===== src/rtl/vga_pkg.sv =====
// Shared VGA geometry, coordinate types and the sprite motion FSM encoding.
package vga_pkg;

  localparam int unsigned H_ACTIVE    = 640;
  localparam int unsigned V_ACTIVE    = 480;
  localparam int unsigned SPRITE_SIZE = 64;

  typedef logic [9:0] coord_t;
  typedef logic [3:0] speed_t;

  typedef enum logic [1:0] {
    IDLE,
    STEP_X,
    STEP_Y,
    DONE
  } state_t;

endpackage


===== src/rtl/sprite_motion_ctrl_if.sv =====
// Control/status bundle between the frame timing logic and the sprite motion controller.
interface sprite_motion_ctrl_if;
  import vga_pkg::*;

  logic   frame_tick;
  logic   enable;
  speed_t speed;
  coord_t posx;
  coord_t posy;
  logic   dir_x;
  logic   dir_y;
  logic   hit_x;
  logic   hit_y;
  logic   busy;
  logic   update_done;

  modport master (
    output frame_tick, enable, speed,
    input  posx, posy, dir_x, dir_y, hit_x, hit_y, busy, update_done
  );

  modport slave (
    input  frame_tick, enable, speed,
    output posx, posy, dir_x, dir_y, hit_x, hit_y, busy, update_done
  );
endinterface


===== src/rtl/axis_step.sv =====
// One-axis step/bounce rule, shared between x and y by the controller.
module axis_step
  import vga_pkg::*;
(
  input  coord_t p,
  input  logic   dir,
  input  speed_t speed,
  input  coord_t max,
  output coord_t p_next,
  output logic   dir_next,
  output logic   hit
);

  // 11-bit sum so a far out-of-range start position cannot wrap past the edge.
  logic [10:0] sum;
  assign sum = {1'b0, p} + {7'd0, speed};

  always_comb begin
    // NOTE: every output gets a default first so no path leaves it unassigned (no latch).
    p_next   = p;
    dir_next = dir;
    hit      = 1'b0;
    if (speed != '0) begin
      if (dir) begin
        if (sum >= {1'b0, max}) begin
          p_next   = max;
          dir_next = 1'b0;
          hit      = 1'b1;
        end else begin
          p_next = sum[9:0];
        end
      end else begin
        if (p <= {6'd0, speed}) begin
          p_next   = '0;
          dir_next = 1'b1;
          hit      = 1'b1;
        end else begin
          p_next = p - {6'd0, speed};
        end
      end
    end
  end

endmodule


===== src/rtl/sprite_motion_ctrl.sv =====
// Moves one sprite during vertical blank every FRAME_DIV frames, bouncing off the screen edges.
module sprite_motion_ctrl #(
  parameter int unsigned H_ACTIVE    = vga_pkg::H_ACTIVE,
  parameter int unsigned V_ACTIVE    = vga_pkg::V_ACTIVE,
  parameter int unsigned SPRITE_SIZE = vga_pkg::SPRITE_SIZE,
  parameter int unsigned INIT_X      = 0,
  parameter int unsigned INIT_Y      = 0,
  parameter int unsigned FRAME_DIV   = 1
) (
  input logic                 clk,
  input logic                 rst,
  sprite_motion_ctrl_if.slave bus
);
  import vga_pkg::*;

  localparam coord_t XMAX = coord_t'(H_ACTIVE - SPRITE_SIZE);
  localparam coord_t YMAX = coord_t'(V_ACTIVE - SPRITE_SIZE);
  localparam int unsigned DIV_W = (FRAME_DIV > 1) ? $clog2(FRAME_DIV) : 1;
  localparam logic [DIV_W-1:0] DIV_LAST = DIV_W'(FRAME_DIV - 1);

  state_t           state;
  state_t           state_next;
  logic [DIV_W-1:0] div_cnt;
  speed_t           speed_q;
  logic             tick_counted;
  logic             trigger;

  coord_t posx_q, posy_q;
  logic   dir_x_q, dir_y_q, hit_x_q, hit_y_q;

  coord_t op_p, op_max, step_p;
  logic   op_dir, step_dir, step_hit;

  // Ticks only count while idle and enabled; ticks during an update are dropped.
  assign tick_counted = (state == IDLE) && bus.enable && bus.frame_tick;
  assign trigger      = tick_counted && (div_cnt == DIV_LAST);

  always_ff @(posedge clk) begin
    // NOTE: sequential state uses non-blocking assignments so all registers update together.
    if (rst) state <= IDLE;
    else     state <= state_next;
  end

  always_comb begin
    state_next = state;
    unique case (state)
      IDLE:    if (trigger) state_next = STEP_X;
      STEP_X:  state_next = STEP_Y;
      STEP_Y:  state_next = DONE;
      DONE:    state_next = IDLE;
      default: state_next = IDLE;
    endcase
  end

  always_comb begin
    bus.busy        = (state != IDLE);
    bus.update_done = (state == DONE);
  end

  always_ff @(posedge clk) begin
    if (rst) begin
      div_cnt <= '0;
      speed_q <= '0;
    end else if (tick_counted) begin
      if (div_cnt == DIV_LAST) begin
        div_cnt <= '0;
        speed_q <= bus.speed;
      end else begin
        div_cnt <= div_cnt + 1'b1;
      end
    end
  end

  // One arithmetic unit, steered to whichever axis the FSM is stepping.
  always_comb begin
    if (state == STEP_X) begin
      op_p   = posx_q;
      op_dir = dir_x_q;
      op_max = XMAX;
    end else begin
      op_p   = posy_q;
      op_dir = dir_y_q;
      op_max = YMAX;
    end
  end

  axis_step u_axis_step (
    .p        (op_p),
    .dir      (op_dir),
    .speed    (speed_q),
    .max      (op_max),
    .p_next   (step_p),
    .dir_next (step_dir),
    .hit      (step_hit)
  );

  always_ff @(posedge clk) begin
    if (rst) begin
      posx_q  <= coord_t'(INIT_X);
      posy_q  <= coord_t'(INIT_Y);
      dir_x_q <= 1'b1;
      dir_y_q <= 1'b1;
      hit_x_q <= 1'b0;
      hit_y_q <= 1'b0;
    end else begin
      hit_x_q <= 1'b0;
      hit_y_q <= 1'b0;
      if (state == STEP_X) begin
        posx_q  <= step_p;
        dir_x_q <= step_dir;
        hit_x_q <= step_hit;
      end
      if (state == STEP_Y) begin
        posy_q  <= step_p;
        dir_y_q <= step_dir;
        hit_y_q <= step_hit;
      end
    end
  end

  assign bus.posx  = posx_q;
  assign bus.posy  = posy_q;
  assign bus.dir_x = dir_x_q;
  assign bus.dir_y = dir_y_q;
  assign bus.hit_x = hit_x_q;
  assign bus.hit_y = hit_y_q;

endmodule


===== src/flat_wrapper.sv =====
// flat-port wrapper written by rule: the top's interface ports become plain ports
module sprite_motion_ctrl_flat import vga_pkg::*;
#(
  parameter int unsigned H_ACTIVE    = vga_pkg::H_ACTIVE,
  parameter int unsigned V_ACTIVE    = vga_pkg::V_ACTIVE,
  parameter int unsigned SPRITE_SIZE = vga_pkg::SPRITE_SIZE,
  parameter int unsigned INIT_X      = 0,
  parameter int unsigned INIT_Y      = 0,
  parameter int unsigned FRAME_DIV   = 1
)
  (clk, rst, bus_frame_tick, bus_enable, bus_speed, bus_posx, bus_posy, bus_dir_x, bus_dir_y, bus_hit_x, bus_hit_y, bus_busy, bus_update_done);
  sprite_motion_ctrl_if bus_i ();
  input logic clk;
  input logic rst;
  input wire logic [$bits(bus_i.frame_tick)-1:0] bus_frame_tick;
  input wire logic [$bits(bus_i.enable)-1:0] bus_enable;
  input wire logic [$bits(bus_i.speed)-1:0] bus_speed;
  output wire logic [$bits(bus_i.posx)-1:0] bus_posx;
  output wire logic [$bits(bus_i.posy)-1:0] bus_posy;
  output wire logic [$bits(bus_i.dir_x)-1:0] bus_dir_x;
  output wire logic [$bits(bus_i.dir_y)-1:0] bus_dir_y;
  output wire logic [$bits(bus_i.hit_x)-1:0] bus_hit_x;
  output wire logic [$bits(bus_i.hit_y)-1:0] bus_hit_y;
  output wire logic [$bits(bus_i.busy)-1:0] bus_busy;
  output wire logic [$bits(bus_i.update_done)-1:0] bus_update_done;
  assign bus_i.frame_tick = bus_frame_tick;
  assign bus_i.enable = bus_enable;
  assign bus_i.speed = bus_speed;
  assign bus_posx = bus_i.posx;
  assign bus_posy = bus_i.posy;
  assign bus_dir_x = bus_i.dir_x;
  assign bus_dir_y = bus_i.dir_y;
  assign bus_hit_x = bus_i.hit_x;
  assign bus_hit_y = bus_i.hit_y;
  assign bus_busy = bus_i.busy;
  assign bus_update_done = bus_i.update_done;
  sprite_motion_ctrl #(.H_ACTIVE(H_ACTIVE), .V_ACTIVE(V_ACTIVE), .SPRITE_SIZE(SPRITE_SIZE), .INIT_X(INIT_X), .INIT_Y(INIT_Y), .FRAME_DIV(FRAME_DIV)) u_core (.clk(clk), .rst(rst), .bus(bus_i));
endmodule

===== config.mk =====
export PLATFORM = sky130hd
export DESIGN_NAME = sprite_motion_ctrl_flat
export DESIGN_NICKNAME = d
export VERILOG_FILES = /design/src/rtl/vga_pkg.sv /design/src/rtl/sprite_motion_ctrl_if.sv /design/src/rtl/axis_step.sv /design/src/rtl/sprite_motion_ctrl.sv /design/src/flat_wrapper.sv
export SDC_FILE = /design/constraint.sdc
export NUM_CORES = 1
export LEC_CHECK = 0
export BUFFER_PORTS_ARGS = -buffer_cell sky130_fd_sc_hd__buf_4
export CORE_MARGIN = 5
export CORE_UTILIZATION = 63
export DETAILED_ROUTE_END_ITERATION = 8
export PLACE_DENSITY = 0.86
export SLEW_MARGIN = 20
export SYNTH_ARGS = -nofsm -noshare
export SYNTH_HDL_FRONTEND = slang
export SYNTH_SLANG_ARGS = --single-unit

===== constraint.sdc =====
create_clock -name clk -period 7.6 [get_ports clk]
set_input_delay 0.76 -clock clk [delete_from_list [all_inputs] [get_ports clk]]
set_output_delay 0.76 -clock clk [all_outputs]
set_load 0.02 [all_outputs]

# Word-level counts from Yosys, hierarchy flattened
# Index checks and enable logic that the tools add are counted.
# Widths: inputs -> output; s select.
dict set report word_totals {
  regBits 31
  inputBits 8
  out_inout_bits 26
  elab_cells 47
}
dict set report op_classes {
  n_addsub 3
  order_cmp 2
  eq_ne 4
  mux 17
  bitwise 3
  n_reduce_logical 9
}
# op count
set op_table {}
lappend op_table {{$mux 10} 6}
lappend op_table {{$add 10x4->11} 1}
lappend op_table {{$ge 11x10->1} 1}
lappend op_table {{$le 10x4->1} 1}
lappend op_table {{$sub 10x4->10} 1}
lappend op_table {{$mux 1} 9}
lappend op_table {{$pmux 2 s4} 1}
lappend op_table {{$eq 2x2->1 const B} 2}
lappend op_table {{$reduce_bool 4->1} 1}
lappend op_table {{$reduce_or 2->1} 2}
lappend op_table {{$logic_and 1x1->1} 3}
lappend op_table {{$not 1->1} 3}
lappend op_table {{$eq 2x1->1 const B} 1}
lappend op_table {{$logic_not 2->1} 1}
lappend op_table {{$mux 2} 1}
lappend op_table {{$ne 2x1->1 const B} 1}
lappend op_table {{$reduce_and 2->1} 1}
lappend op_table {{$reduce_bool 2->1} 1}
lappend op_table {{$add 1x1->1 const B} 1}

# Logic depth before layout (Yosys ltp)
dict set report depth {
  word_depth 7
  mapped_depth 21
}

# Modules after synthesis
# A second synthesis with hierarchy kept.
dict set report hier_totals {
  hier_cells 292
  area_unflattened_um2 2560.0
}
# mod instances cells_per_inst area_each_um2
set modules_own_cells {}
lappend modules_own_cells {sprite_motion_ctrl 1 125 1383.8}
lappend modules_own_cells {axis_step 1 167 1176.1}

# Least setup slack after synthesis
# OpenSTA, ideal clock, no wires.
dict set report synth_timing {
  kind {reg2reg}
  start {reg u_core.state[1]}
  end {reg u_core.posy_q[5] (netlist: u_core.bus.posy[5])}
  arrival_ps 4858
  required_time_ps 7483
  path_slack_ps 2624
  stages_incl_launch_ff 20
  path_buffers 4
  path_cell_list {dfxtp_1 inv_1 ha_1 buf_4 buf_2 buf_1 clkbuf_1 o21ai_0 ha_1 or3_4 a311oi_4 nand2_1 xor2_1 ha_1 a21oi_1 o221ai_1 a21o_1 a21o_1 or4_1 a32o_1}
}
dict set report synth_via {
  elab_chain_cells 7
  elab_cells_between_ends 13
  classes_between {2 x add/sub; 2 x order compare; 2 x eq/ne; 7 x mux}
}
# item line_no
set synth_rtl {}
lappend synth_rtl {{from (decl)} sprite_motion_ctrl.sv:21} ;# state_t state;
lappend synth_rtl {{from (signal assigned)} sprite_motion_ctrl.sv:41} ;# else state <= state_next;
lappend synth_rtl {{$eq 2x1->1} sprite_motion_ctrl.sv:76} ;# if (state == STEP_X) begin
lappend synth_rtl {{$mux 10} sprite_motion_ctrl.sv:76}
lappend synth_rtl {{$add 10x4->11} axis_step.sv:16} ;# assign sum = {1'b0, p} + {7'd0, speed};
lappend synth_rtl {{$ge 11x10->1} axis_step.sv:25} ;# if (sum >= {1'b0, max}) begin
lappend synth_rtl {{$mux 10} axis_step.sv:25}
lappend synth_rtl {{$mux 10} axis_step.sv:24} ;# if (dir) begin
lappend synth_rtl {{$mux 10} axis_step.sv:23} ;# if (speed != '0) begin
lappend synth_rtl {{to (signal assigned)} sprite_motion_ctrl.sv:100} ;# posy_q <= coord_t'(INIT_Y);
lappend synth_rtl {{to (signal assigned)} sprite_motion_ctrl.sv:114} ;# posy_q <= step_p;
lappend synth_rtl {{to (decl)} sprite_motion_ctrl.sv:28} ;# coord_t posx_q, posy_q;
# Parallel ways exist; a longest one is shown, timed or not.
# A chain may end at the register's enable or synchronous reset.

# Worst setup path in the final report
dict set report layout_timing {
  start {reg u_core.state[1]}
  end {reg u_core.posx_q[2] (netlist: u_core.bus.posx[2])}
}
dict set report layout_via {
  elab_chain_cells 7
  elab_cells_between_ends 12
  classes_between {2 x add/sub; 2 x order compare; 1 x eq/ne; 7 x mux}
}
# item line_no
set layout_rtl {}
lappend layout_rtl {{$eq 2x1->1 (*)} {sprite_motion_ctrl.sv:76, sprite_motion_ctrl.sv:108}}
lappend layout_rtl {{$mux 10} sprite_motion_ctrl.sv:76}
lappend layout_rtl {{$add 10x4->11} axis_step.sv:16}
lappend layout_rtl {{$ge 11x10->1} axis_step.sv:25}
lappend layout_rtl {{$mux 10} axis_step.sv:25}
lappend layout_rtl {{$mux 10} axis_step.sv:24}
lappend layout_rtl {{$mux 10} axis_step.sv:23}
lappend layout_rtl {{to (signal assigned)} sprite_motion_ctrl.sv:99} ;# posx_q <= coord_t'(INIT_X);
lappend layout_rtl {{to (signal assigned)} sprite_motion_ctrl.sv:109} ;# posx_q <= step_p;
lappend layout_rtl {{to (decl)} sprite_motion_ctrl.sv:28}
# Every way passes the cells marked *; elsewhere a longest branch is shown, timed or not.

==> summary.md <==
| Metric | Value |
|---|---|
| Routed wirelength normalized by instance count | roughly 20 um |
| First-pass detailed-route iteration total | 6 |
| Number of storage elements in the synthesis netlist | 30 |
| Hold-fix buffers at CTS | 0 |
| Setup crit end kind | flop |
| Post-Syn Instances | about 320 |
| Signal arrival time at the worst endpoint | 5440 ps |
| Number of setup buffers added after CTS | 0 |
| NumNets Final | around 380 |
| Largest vdd supply drop | between 0.15 and 0.2 mV |
| Wire length of the first global-routing pass | 12600 um |
| Net switching power | 458 uW |
| Buffer depth of the longest clock path | 2 |
| RSZ-0062 raised after global routing | no |
| Max-slew violation count | 0 |
| Worst Reg-to-Reg Cells | 19 |
| Post-Syn Area | 0.00253 mm2 |
| Initial antenna violation count | 0 |
| Max-cap viol count | 0 |
| Actual transition at the worst max-transition pin | 985 ps |
| Setup ws final | about 2400 ps |
| Worst slew slack as a fraction of its limit | about 34% |
| Antenna diode count | 0 |
| Clock Tree Root | clkbuf_8 |
| Fillers | a little over 300 |
| Clock slew at reported path FFs | ~60 ps |
| Core area | slightly below 0.004 mm2 |
| Total congestion overflow after global routing | 0 |
| Type of origin of the critical path | flop |
| Pin count of the biggest net entering global routing | 39 |
| Share of the clock period used by the worst path after layout | approximately 69% |
| Minimum clock period | 5240 ps |
| Antenna violation net count after detailed routing | 0 |
| Number of stages on the worst hold path | 2 |
| Starting utilization of the core area | 64.3% |
| Fin. Hold Viols | 0 |
| Combined flip-flop and latch cell area | roughly 600 um2 |
| Number of vias in the routed layout | about 2.7k |
| CTS tree | yes |
| Area of combinational cells with multiple inputs | about 0.0018 mm2 |
| DR DRC count | 0 |
| Leading cell type by number of instances after synthesis | nor2_1 |
| Worst min-delay path class | reg -> reg |
| Accumulated negative setup slack | 0 ps |
| Post-cts repair resize count | 0 |
| Yosys Warn Count | 0 |
| Average cell area after synthesis | about 8 um2 |
| Maximum operating frequency | roughly 190 MHz |
| Ratio of total power to cell area | about 320 mW/mm2 |
| Critical path class | reg -> reg |
| Synth cell types | 62 |
| Logic gate share of total power | between 50% and 60% |
| Post-detail-place hpwl | 5710 um |
| Largest driver fanout on the critical path | 38 |
| Number of flops mapped to enable cells by yosys | 0 |
| Pre-CTS setup slack | ~2500 ps |
| Req. time, crit path | roughly 7800 ps |
| Sequential share of the synthesized area | about a quarter |
| Clock network fraction of total power | between 15 and 20% |
| Standby leakage power | ~0.0012 uW |
| WL final | just under 8000 um |
| Clock latency on the worst-skew pair | approximately 280 ps |
| Number of port buffers | 33 |
| Share of post-route cells with drive strength above 1 | between 10% and 20% |
| Internal Power | roughly 500 uW |
| Final weighted congestion in routability-driven placement | between 0.9 and 1 |
| Maximum level of the CTS H-tree | 2 |
| Number of design-rule violations left by the first detailed-router iteration | roughly 400 |
| Clock tree sinks | 30 |
| Global Route Usage Sum | a little under a third |
| Synthesized Nets | between 300 and 400 |
| Die Height | roughly 73 um |
| Die Outline Area | 0.00539 mm2 |
| Finish-stage setup viols | 0 |
| Layout-stage area growth over the synthesis result | 15.0% |
| Fraction of registers with async set or reset after synthesis | 0% |
| Status | finished, final reports clean |
| Largest cells by area after synthesis | dfxtp_1 24%, ha_1 9.4%, a21oi_1 5.3% |
| Via count of the first global-routing pass | ~2.6k |
| Part of the total power dissipated in sequential elements | approximately a quarter |
| Via density per instance | around 6.8 |
| Row cnt | 23 |
| Fraction of post-synthesis cell area in the top cell type by area | a little under a quarter |
| Switching share of total power | ~48% |
| Final Skew | 3.29 ps |
| TritonCTS buffer count | 5 |
| Most instantiated flip-flop cell in the synthesis netlist | dfxtp_1 |
| IO Count | 34 |
| Ranking of synthesized cells by instance count | 33 x nor2_1, 30 x dfxtp_1, 27 x a21oi_1, 21 x nand2_1 |
| Cell type with the largest total area after synthesis | dfxtp_1 |
| Floorplan die width | 73.4 um |
## sequential cells by signal, indices dropped and copies added (netlist names)
signal,flops
u_core.bus.dir_x,1
u_core.bus.dir_y,1
u_core.bus.posx,10
u_core.bus.hit_x,1
u_core.speed_q,4
u_core.bus.posy,10
u_core.state,2
u_core.bus.hit_y,1
## worst paths after layout
path	from	slack, ps	endpoint
worst min register to register	u_core.bus.posx[0]	490	u_core.bus.posx[0]
worst min-delay path	u_core.bus.posx[0]	490	u_core.bus.posx[0]
worst max-delay path	u_core.state[1]	2360	u_core.bus.posx[2]
worst max register to register	u_core.state[1]	2360	u_core.bus.posx[2]
## routing by layer
| layer | vias to the layer above | wire length (um) | GRT usage, % |
|---|---|---|---|
| met5 | - | 0 | 0 |
| met4 | 0 | 299 | 15.1 |
| met3 | 40 | 726 | 6.29 |
| met2 | 162 | 3680 | 49.9 |
| met1 | 1259 | 3070 | 36.8 |
| li1 | 1241 | - | - |
## area by class of cell
type                       instances  area share [%]
sequential                        30            20.6
inverter                          20            2.58
tap                               50            2.15
timing repair buffer              36            9.27
clock inverter                     1            1.03
multi-input combinational        254            61.5
clock buffer                       6            2.83
## critical path, stage by stage (launching register included)
cell and delay (ps):
dfxtp_1 340, inv_1 110, ha_1 150, buf_4 370, mux2i_1 220, inv_1 100, ha_1 170, inv_1 60
fa_1 460, or3_4 390, a311oi_4 440, nand2_1 120, xor2_1 270, ha_1 300, a21oi_1 140, o221ai_1 150
a21o_1 270, a211oi_2 620, a21oi_1 190, a211oi_1 260
## kinds of logic (layout without fill, tap and decap cells)
logic type                 count (synthesis)  in the layout  synth area share, %
and+or+nand+nor                          105            105                 20.8
muxes                                     14             14                 6.02
xor gates and xnor gates                  12             12                 4.15
DFF                                       30             30                 23.7
AOI/OAI and AO/OA                        102            102                 28.5
adders and majority gates                 21             21                 11.0
buffers and inverters                     35             63                 5.82
## power by group through the flow
stage | clock [uW] | combinational, uW | sequential (uW)
after detailed placement | 0 | 535 | 227
final | 167 | 553 | 225
after CTS | 168 | 538 | 224
after global placement | 0 | 528 | 226
after floorplan | 0 | 365 | 241
after global routing | 177 | 594 | 230
## placed cells by master (no fill, tap or decap), types with 4 or more instances in the layout
cell | synthesis | final
buf_4 | 2 | 36
nor2_1 | 33 | 33
dfxtp_1 | 30 | 30
a21oi_1 | 27 | 27
nand2_1 | 21 | 21
inv_1 | 19 | 19
ha_1 | 19 | 19
o21ai_0 | 15 | 15
a211oi_1 | 11 | 11
xor2_1 | 9 | 9
nand3_1 | 9 | 9
mux2i_1 | 8 | 8
nor3_1 | 8 | 8
nand2b_1 | 6 | 6
clkbuf_8 | 0 | 6
nor4_1 | 6 | 5
a311oi_1 | 5 | 5
mux2_2 | 4 | 4
a31oi_1 | 4 | 4
o221ai_1 | 4 | 4
o31ai_1 | 4 | 4
nor3b_1 | 4 | 4
o211ai_1 | 4 | 4
## through the flow
| step | total power [uW] | std cells | hold slack, ps | util [%] | area, um2 |
|---|---|---|---|---|---|
| 6_report | 945 | 397 | 485 | 73.9 | 2910 |
| 5_1_grt | 1000 | 397 | 528 | 73.9 | 2910 |
| 4_1_cts | 930 | 397 | 493 | 73.9 | 2910 |
| 3_5_place_dp | 762 | 390 | 478 | 71.1 | 2800 |
| 3_3_place_gp | 754 | 390 | 477 | 71.1 | 2800 |
| 2_1_floorplan | 606 | 319 | 476 | - | 2530 |
Power figures use the tool's default switching activity.
